==> config.mk <==
export PLATFORM = sky130hd
export DESIGN_NAME = tw_mult_gen_flat
export DESIGN_NICKNAME = d
export VERILOG_FILES = /design/src/rtl/tw_mult_gen_if.sv /design/src/rtl/tw_mult_gen.sv /design/src/flat_wrapper.sv
export SDC_FILE = /design/constraint.sdc
export NUM_CORES = 2
export LEC_CHECK = 0
export CAP_MARGIN = 0
export CORE_ASPECT_RATIO = 1.25
export CORE_UTILIZATION = 45
export DETAILED_ROUTE_END_ITERATION = 12
export PLACE_DENSITY = 0.6
export SLEW_MARGIN = 15
export SYNTH_ARGS = -nofsm -noshare
export SYNTH_HDL_FRONTEND = slang
export SYNTH_SLANG_ARGS = --single-unit
==> constraint.sdc <==
create_clock -name clk -period 18.3 [get_ports clk]
set_input_delay 1.83 -clock clk [delete_from_list [all_inputs] [get_ports clk]]
set_output_delay 1.83 -clock clk [all_outputs]
set_load 0.05 [all_outputs]
==> src/rtl/tw_mult_gen_if.sv <==
// Sample/twiddle-ROM/result bundle for the twiddle multiplier.
// The master side is the surrounding datapath, which also hosts the ROM.
interface tw_mult_gen_if #(
  parameter int DW = 16,
  parameter int TW = 16,
  parameter int AW = 9
);
  logic                 ce;
  logic                 sof;
  logic [AW-1:0]        stride;
  logic                 conj;
  logic signed [DW-1:0] din_r;
  logic signed [DW-1:0] din_i;
  logic [AW-1:0]        rom_ad;
  logic [2*TW-1:0]      rom_out;
  logic                 oe;
  logic signed [DW-1:0] dout_r;
  logic signed [DW-1:0] dout_i;
  logic                 ovf;

  modport master (
    output ce, sof, stride, conj, din_r, din_i, rom_out,
    input  rom_ad, oe, dout_r, dout_i, ovf
  );

  modport slave (
    input  ce, sof, stride, conj, din_r, din_i, rom_out,
    output rom_ad, oe, dout_r, dout_i, ovf
  );
endinterface

==> src/rtl/tw_mult_gen.sv <==
// Twiddle complex multiplier: strided ROM addressing, 4-stage multiply,
// optional conjugate, round-half-up and saturate back to DW bits.
module tw_mult_gen #(
  parameter int DW = 16,
  parameter int TW = 16,
  parameter int AW = 9
) (
  input  logic          clk,
  input  logic          rst_n,
  tw_mult_gen_if.slave  bus
);
  localparam int STAGES = 4;
  localparam int PW     = DW + TW;      // product width
  localparam int SW     = DW + TW + 2;  // sum + rounding headroom

  localparam logic signed [SW-1:0] RND  = {{(SW-TW+1){1'b0}}, 1'b1, {(TW-2){1'b0}}};
  localparam logic signed [SW-1:0] SMAX = {{(SW-DW+1){1'b0}}, {(DW-1){1'b1}}};
  localparam logic signed [SW-1:0] SMIN = {{(SW-DW+1){1'b1}}, {(DW-1){1'b0}}};

  // ---------------- address generator ----------------
  logic [AW-1:0] r_addr, r_stride;

  always_ff @(posedge clk or negedge rst_n) begin
    if (!rst_n) begin
      r_addr   <= '0;
      r_stride <= AW'(1);
    end else if (bus.ce) begin
      if (bus.sof) begin
        r_stride <= bus.stride;
        r_addr   <= bus.stride;
      end else begin
        r_addr <= r_addr + r_stride;
      end
    end
  end

  // r_addr already holds the next sample's address; only a frame start
  // overrides it, so the ROM latches the right word on the accept edge.
  assign bus.rom_ad = (bus.ce & bus.sof) ? '0 : r_addr;

  // ---------------- valid / conj shift pipelines ----------------
  logic [STAGES:1]   r_vld_pipe;
  logic [STAGES-2:1] r_cj_pipe;

  always_ff @(posedge clk or negedge rst_n) begin
    if (!rst_n) begin
      r_vld_pipe <= '0;
      r_cj_pipe  <= '0;
    end else begin
      r_vld_pipe <= {r_vld_pipe[STAGES-1:1], bus.ce};
      r_cj_pipe  <= {r_cj_pipe[STAGES-3:1], bus.conj};
    end
  end

  // ---------------- datapath ----------------
  logic signed [DW-1:0] r_ar, r_ai;
  logic signed [TW-1:0] w_wr, w_wi;
  logic signed [PW-1:0] r_p_rr, r_p_ii, r_p_ri, r_p_ir;
  logic signed [PW:0]   w_rr, w_ii, w_ri, w_ir;
  logic signed [PW:0]   r_re, r_im;
  logic signed [SW-1:0] w_re_rnd, w_im_rnd, w_re_sh, w_im_sh;
  logic [DW:0]          w_sat_r, w_sat_i;

  assign w_wr = bus.rom_out[2*TW-1:TW];
  assign w_wi = bus.rom_out[TW-1:0];

  assign w_rr = {r_p_rr[PW-1], r_p_rr};
  assign w_ii = {r_p_ii[PW-1], r_p_ii};
  assign w_ri = {r_p_ri[PW-1], r_p_ri};
  assign w_ir = {r_p_ir[PW-1], r_p_ir};

  assign w_re_rnd = {r_re[PW], r_re} + RND;
  assign w_im_rnd = {r_im[PW], r_im} + RND;
  assign w_re_sh  = w_re_rnd >>> (TW-1);
  assign w_im_sh  = w_im_rnd >>> (TW-1);

  // {clamped flag, DW-bit result}
  function automatic logic [DW:0] sat(input logic signed [SW-1:0] v);
    if (v > SMAX)      return {1'b1, 1'b0, {(DW-1){1'b1}}};
    else if (v < SMIN) return {1'b1, 1'b1, {(DW-1){1'b0}}};
    else               return {1'b0, v[DW-1:0]};
  endfunction

  assign w_sat_r = sat(w_re_sh);
  assign w_sat_i = sat(w_im_sh);

  logic signed [DW-1:0] r_dout_r, r_dout_i;
  logic                 r_ovf;

  always_ff @(posedge clk or negedge rst_n) begin
    if (!rst_n) begin
      r_ar     <= '0;
      r_ai     <= '0;
      r_p_rr   <= '0;
      r_p_ii   <= '0;
      r_p_ri   <= '0;
      r_p_ir   <= '0;
      r_re     <= '0;
      r_im     <= '0;
      r_dout_r <= '0;
      r_dout_i <= '0;
      r_ovf    <= 1'b0;
    end else begin
      r_ar   <= bus.din_r;
      r_ai   <= bus.din_i;
      r_p_rr <= r_ar * w_wr;
      r_p_ii <= r_ai * w_wi;
      r_p_ri <= r_ar * w_wi;
      r_p_ir <= r_ai * w_wr;
      r_re   <= r_cj_pipe[2] ? (w_rr + w_ii) : (w_rr - w_ii);
      r_im   <= r_cj_pipe[2] ? (w_ir - w_ri) : (w_ri + w_ir);
      // outputs hold through input gaps
      if (r_vld_pipe[STAGES-1]) begin
        r_dout_r <= w_sat_r[DW-1:0];
        r_dout_i <= w_sat_i[DW-1:0];
        r_ovf    <= w_sat_r[DW] | w_sat_i[DW];
      end
    end
  end

  assign bus.oe     = r_vld_pipe[STAGES];
  assign bus.dout_r = r_dout_r;
  assign bus.dout_i = r_dout_i;
  assign bus.ovf    = r_ovf;
endmodule

==> src/flat_wrapper.sv <==
// flat-port wrapper written by rule: the top's interface ports become plain ports
module tw_mult_gen_flat 
#(
  parameter int DW = 16,
  parameter int TW = 16,
  parameter int AW = 9
)
  (clk, rst_n, bus_ce, bus_sof, bus_stride, bus_conj, bus_din_r, bus_din_i, bus_rom_out, bus_rom_ad, bus_oe, bus_dout_r, bus_dout_i, bus_ovf);
  tw_mult_gen_if #(.DW(DW), .TW(TW), .AW(AW)) bus_i ();
  input  logic clk;
  input  logic rst_n;
  input wire logic [$bits(bus_i.ce)-1:0] bus_ce;
  input wire logic [$bits(bus_i.sof)-1:0] bus_sof;
  input wire logic [$bits(bus_i.stride)-1:0] bus_stride;
  input wire logic [$bits(bus_i.conj)-1:0] bus_conj;
  input wire logic [$bits(bus_i.din_r)-1:0] bus_din_r;
  input wire logic [$bits(bus_i.din_i)-1:0] bus_din_i;
  input wire logic [$bits(bus_i.rom_out)-1:0] bus_rom_out;
  output wire logic [$bits(bus_i.rom_ad)-1:0] bus_rom_ad;
  output wire logic [$bits(bus_i.oe)-1:0] bus_oe;
  output wire logic [$bits(bus_i.dout_r)-1:0] bus_dout_r;
  output wire logic [$bits(bus_i.dout_i)-1:0] bus_dout_i;
  output wire logic [$bits(bus_i.ovf)-1:0] bus_ovf;
  assign bus_i.ce = bus_ce;
  assign bus_i.sof = bus_sof;
  assign bus_i.stride = bus_stride;
  assign bus_i.conj = bus_conj;
  assign bus_i.din_r = bus_din_r;
  assign bus_i.din_i = bus_din_i;
  assign bus_i.rom_out = bus_rom_out;
  assign bus_rom_ad = bus_i.rom_ad;
  assign bus_oe = bus_i.oe;
  assign bus_dout_r = bus_i.dout_r;
  assign bus_dout_i = bus_i.dout_i;
  assign bus_ovf = bus_i.ovf;
  tw_mult_gen #(.DW(DW), .TW(TW), .AW(AW)) u_core (.clk(clk), .rst_n(rst_n), .bus(bus_i));
endmodule
==> impl_metrics.prom <==
# TYPE chip_impl_metric gauge
chip_impl_info{name="status",value="complete, but fails checks"} 1
chip_impl_info{name="violated_checks",value="design-rule violations"} 1
chip_impl_metric{name="die_span_in_x",unit="um"} 302
chip_impl_metric{name="net_count_synth",unit=""} 6891
chip_impl_metric{name="floorplan.core_area",unit="mm2"} 0.111
chip_impl_info{name="timing.critical_path.to_type",value="register"} 1
chip_impl_metric{name="vias",unit=""} 35147
chip_impl_metric{name="cts.reportedPaths.clkPinSlew",unit="ps"} 60
chip_impl_metric{name="routed_wire_length_per_instance",unit="um"} 18.4
chip_impl_info{name="unrepaired_setup_endpoints_after_global_routing",value="false"} 1
chip_impl_metric{name="floorplan.io_pins",unit=""} 121
chip_impl_metric{name="route.detailed.drc",unit=""} 16
chip_impl_metric{name="fin_crit",unit="ps"} 8790
chip_impl_metric{name="num_cts_buffers",unit=""} 35
chip_impl_metric{name="place.port_buffers",unit=""} 120
chip_impl_metric{name="grt_use_total",unit=""} 0.232
chip_impl_metric{name="cts_repair_resize_count",unit=""} 0
chip_impl_metric{name="drt-initial-drc-count",unit=""} 1773
chip_impl_info{name="crit_path_frequent_cell",value="sky130_fd_sc_hd__fa_1"} 1
chip_impl_metric{name="relSlewSlack",unit=""} 0.247
chip_impl_metric{name="fraction_of_final_layout_cells_with_drive_strength_greater_than_1",unit=""} 0.0307
chip_impl_metric{name="wl",unit="mm"} 126
chip_impl_metric{name="tightestPinTransition",unit="ps"} 1130
chip_impl_metric{name="cp_max_fo",unit=""} 32
chip_impl_metric{name="wire_length_of_the_first_global_routing_pass",unit="mm"} 204
chip_impl_metric{name="hold_viol_final",unit=""} 0
chip_impl_metric{name="syn-cell-area",unit="mm2"} 0.0506
chip_impl_metric{name="area_delta_synth_final",unit="%"} 7.57
chip_impl_metric{name="postCtsSetupRepairBufs",unit=""} 0
chip_impl_metric{name="ys_seq_area_frac",unit=""} 0.126
chip_impl_metric{name="finalSetupViolations",unit=""} 0
chip_impl_info{name="dominant_register_cell_in_the_synthesized_netlist",value="sky130_fd_sc_hd__dfrtp_1"} 1
chip_impl_metric{name="rows",unit=""} 137
chip_impl_metric{name="post-synth-top-area-fraction",unit=""} 0.415
chip_impl_metric{name="drt_pre_antenna_iters",unit=""} 12
chip_impl_metric{name="final-max-slew-violation-count",unit=""} 0
chip_impl_metric{name="routed_via_density",unit=""} 5.14
chip_impl_metric{name="chipHeight",unit="um"} 377
chip_impl_metric{name="data_required_time_at_the_worst_endpoint",unit="ps"} 18800
chip_impl_metric{name="final_antenna_net_count",unit=""} 0
chip_impl_info{name="worst_setup_path_start_kind",value="input port"} 1
chip_impl_metric{name="setup-tns-final",unit="ps"} 0
chip_impl_metric{name="final.period_utilization",unit=""} 0.480
chip_impl_metric{name="hold_ws",unit="ps"} 350
chip_impl_metric{name="synth_seq_cells",unit=""} 255
chip_impl_metric{name="nNetsFinal",unit=""} 6884
chip_impl_info{name="slowest_stage",value="sky130_fd_sc_hd__clkdlybuf4s50_1"} 1
chip_impl_info{name="worstHoldPathType",value="register to register"} 1
chip_impl_info{name="worst_path_dominant_cell_family",value="adder cells"} 1
chip_impl_metric{name="htree_levels",unit=""} 2
chip_impl_metric{name="detailed_place_hpwl",unit="mm"} 98.3
chip_impl_info{name="largest_cells_by_area_after_synthesis",value="sky130_fd_sc_hd__fa_1 (42%), sky130_fd_sc_hd__dfrtp_1 (13%), sky130_fd_sc_hd__ha_1 (9.9%)"} 1
chip_impl_metric{name="fin_area",unit="mm2"} 0.0544
chip_impl_metric{name="synthArstFlopShare",unit=""} 1.00
chip_impl_metric{name="cts_max_path_buffers",unit=""} 3
chip_impl_metric{name="max_freq",unit="GHz"} 0.114
chip_impl_metric{name="holdBufCountCts",unit=""} 0
chip_impl_metric{name="floorplan.initialDensity",unit=""} 0.454
chip_impl_metric{name="cap_violations",unit=""} 0
chip_impl_info{name="synth_top_area_cell",value="sky130_fd_sc_hd__fa_1"} 1
chip_impl_metric{name="cp_data_arrival_time",unit="ps"} 9300
chip_impl_metric{name="max_stage_delay",unit="ps"} 1180
chip_impl_metric{name="cts_num_sinks",unit=""} 255
chip_impl_metric{name="finalWeightedCongestion",unit=""} 0.847
chip_impl_info{name="root_buffer_master",value="sky130_fd_sc_hd__clkbuf_16"} 1
chip_impl_metric{name="synth_enable_flop_cells",unit=""} 0
chip_impl_metric{name="dieArea",unit="mm2"} 0.114
chip_impl_metric{name="synth_cells",unit=""} 5362
chip_impl_metric{name="grt_start_max_net_pins",unit=""} 150
chip_impl_metric{name="fin_skew",unit="ps"} 31.9
chip_impl_info{name="critical_path.cell_chain",value="clkdlybuf4s50_1 -> nand2_1 -> inv_1 -> fa_1 -> fa_1 -> fa_1 -> fa_1 -> fa_1 -> inv_1 -> fa_1 -> inv_1 -> ha_1 -> a21o_1 -> nor2_1 -> o211ai_1 -> a31oi_1 -> nor3_1 -> a221oi_1 -> o31ai_1 -> a31o_2 -> a21oi_1 -> xnor2_1"} 1
chip_impl_metric{name="number_of_antenna_violations_at_the_first_check_in_global_routing",unit=""} 6
chip_impl_metric{name="synth.lib_cells_used.distinct",unit=""} 72
chip_impl_info{name="tritoncts",value="yes"} 1
chip_impl_metric{name="placedInstanceArea",unit="mm2"} 0.0532
chip_impl_metric{name="first_global_vias",unit=""} 37671
chip_impl_metric{name="synth.avg_cell_area",unit="um2"} 9.43
chip_impl_metric{name="clk_latency",unit="ps"} 590
chip_impl_metric{name="synthesis.yosys.warnings",unit=""} 0
chip_impl_metric{name="cp_buf_inv_count",unit=""} 4
chip_impl_metric{name="grt.overflow.total",unit=""} 0
chip_impl_info{name="worst-setup-path-type",value="input port to register"} 1
==> metrics by stage <==
stage          utilization  setup WS [ps]  cells
2_1_floorplan            -          10650   5362
3_3_place_gp         0.477           9010   6777
3_5_place_dp         0.477           8930   6777
4_1_cts              0.488           9550   6841
5_1_grt              0.488           9130   6842
6_report             0.488           9510   6844
==> layer usage <==
layer	up-vias	track usage	wire [um]
met2	824	0.403	63600
met1	18149	0.293	51300
li1	15997	-	-
met3	173	0.0313	6340
met5	-	0	26
met4	4	0.0828	4740
==> registers in the layout, summed over array words and instances, names as in the netlist <==
register / count
u_core.bus.dout_i: 16
u_core.bus.dout_r: 16
u_core.bus.ovf: 1
u_core.r_addr: 9
u_core.r_ai: 16
u_core.r_ar: 16
u_core.r_cj_pipe: 2
u_core.r_im: 19
u_core.r_p_ii: 32
u_core.r_p_ir: 32
u_core.r_p_ri: 32
u_core.r_p_rr: 32
u_core.r_re: 19
u_core.r_stride: 9
u_core.r_vld_pipe: 4
==> cells in the final DEF, fill, tap and decap left out, types with 8 or more instances in the layout <==
| master | count |
|---|---|
| sky130_fd_sc_hd__inv_1 | 1188 |
| sky130_fd_sc_hd__buf_4 | 53 |
| sky130_fd_sc_hd__nor3_1 | 40 |
| sky130_fd_sc_hd__o21bai_1 | 15 |
| sky130_fd_sc_hd__mux2_2 | 10 |
| sky130_fd_sc_hd__nand4_1 | 11 |
| sky130_fd_sc_hd__dfrtp_1 | 243 |
| sky130_fd_sc_hd__and2_1 | 507 |
| sky130_fd_sc_hd__a211oi_1 | 15 |
| sky130_fd_sc_hd__o21a_1 | 34 |
| sky130_fd_sc_hd__a21oi_1 | 223 |
| sky130_fd_sc_hd__o21ai_0 | 68 |
| sky130_fd_sc_hd__nor2_1 | 211 |
| sky130_fd_sc_hd__and3_1 | 21 |
| sky130_fd_sc_hd__fa_1 | 1049 |
| sky130_fd_sc_hd__clkbuf_16 | 36 |
| sky130_fd_sc_hd__xnor2_1 | 189 |
| sky130_fd_sc_hd__nor2b_1 | 24 |
| sky130_fd_sc_hd__o211ai_1 | 8 |
| sky130_fd_sc_hd__nor4_1 | 9 |
| sky130_fd_sc_hd__ha_1 | 402 |
| sky130_fd_sc_hd__o31ai_1 | 10 |
| sky130_fd_sc_hd__a21o_1 | 60 |
| sky130_fd_sc_hd__nand2_1 | 537 |
| sky130_fd_sc_hd__xor2_1 | 77 |
| sky130_fd_sc_hd__nand2b_1 | 38 |
| sky130_fd_sc_hd__dfrtp_2 | 11 |
| sky130_fd_sc_hd__clkdlybuf4s50_1 | 113 |
| sky130_fd_sc_hd__or3_1 | 11 |
| sky130_fd_sc_hd__a31oi_1 | 9 |
| sky130_fd_sc_hd__nand3_1 | 37 |
==> path summary, 6_finish.rpt <==
kind	slack (ps)	from	cells past startpoint	endpoint
hold reg to reg	350	u_core.r_vld_pipe[1]	0	u_core.r_vld_pipe[2]
max in group asynchronous	15500	rst_n	2	u_core.r_ar[6]
setup / recovery	9510	bus_rom_out[20]	22	u_core.r_p_rr[31]
setup reg to reg	11070	u_core.r_ar[15]	21	u_core.r_p_rr[31]
min in group asynchronous	1280	rst_n	1	u_core.r_vld_pipe[4]
hold / removal	350	u_core.r_vld_pipe[1]	0	u_core.r_vld_pipe[2]
==> cells by family after synthesis <==
| family | share of synthesized area |
|---|---|
| mux | 0.00262 |
| xor+xnor | 0.0461 |
| flops | 0.126 |
| simple gates | 0.145 |
| buf+inv | 0.104 |
| fa+ha+maj | 0.515 |
| compound gates | 0.0609 |
==> Yosys cell counts (3+ instances only) <==
cell	number
sky130_fd_sc_hd__fa_1	1049
sky130_fd_sc_hd__a31o_2	7
sky130_fd_sc_hd__nor3_1	40
sky130_fd_sc_hd__ha_1	402
sky130_fd_sc_hd__and4_1	3
sky130_fd_sc_hd__nand3_1	37
sky130_fd_sc_hd__and2_1	507
sky130_fd_sc_hd__buf_1	5
sky130_fd_sc_hd__nand4_1	11
sky130_fd_sc_hd__o22ai_1	5
sky130_fd_sc_hd__o31ai_1	10
sky130_fd_sc_hd__o21a_1	34
sky130_fd_sc_hd__a21oi_1	223
sky130_fd_sc_hd__a211o_1	6
sky130_fd_sc_hd__xor2_1	77
sky130_fd_sc_hd__inv_1	1188
sky130_fd_sc_hd__a221o_1	3
sky130_fd_sc_hd__clkbuf_1	213
sky130_fd_sc_hd__nor4_2	3
sky130_fd_sc_hd__o21ai_0	68
sky130_fd_sc_hd__o31a_1	4
sky130_fd_sc_hd__mux2_2	10
sky130_fd_sc_hd__nand2b_1	38
sky130_fd_sc_hd__or3_1	11
sky130_fd_sc_hd__a211oi_1	15
sky130_fd_sc_hd__and3_1	21
sky130_fd_sc_hd__a31oi_1	9
sky130_fd_sc_hd__nor3b_1	6
sky130_fd_sc_hd__or2_2	3
sky130_fd_sc_hd__dfrtp_1	254
sky130_fd_sc_hd__o21ai_1	4
sky130_fd_sc_hd__a21o_1	60
sky130_fd_sc_hd__o21bai_1	15
sky130_fd_sc_hd__xnor2_1	189
sky130_fd_sc_hd__nand2_1	537
sky130_fd_sc_hd__a221oi_1	5
sky130_fd_sc_hd__nor2_1	211
sky130_fd_sc_hd__nor4_1	9
sky130_fd_sc_hd__o211ai_1	8
sky130_fd_sc_hd__nor2b_1	24
==> final cells by class <==
class | instances | area [um2]
Clock buffer | 47 | 992
Sequential cell | 255 | 6400
Fill cell | 10624 | 57000
Antenna cell | 3 | 7.51
Multi-Input combinational cell | 3700 | 38900
Clock inverter | 17 | 205
Tap cell | 1459 | 1830
Timing Repair Buffer | 174 | 1590
Inverter | 1189 | 4460
Power is left out: the tool's default activity adds up to more than one toggle a clock period on the data nets, which glitch-free logic cannot reach.
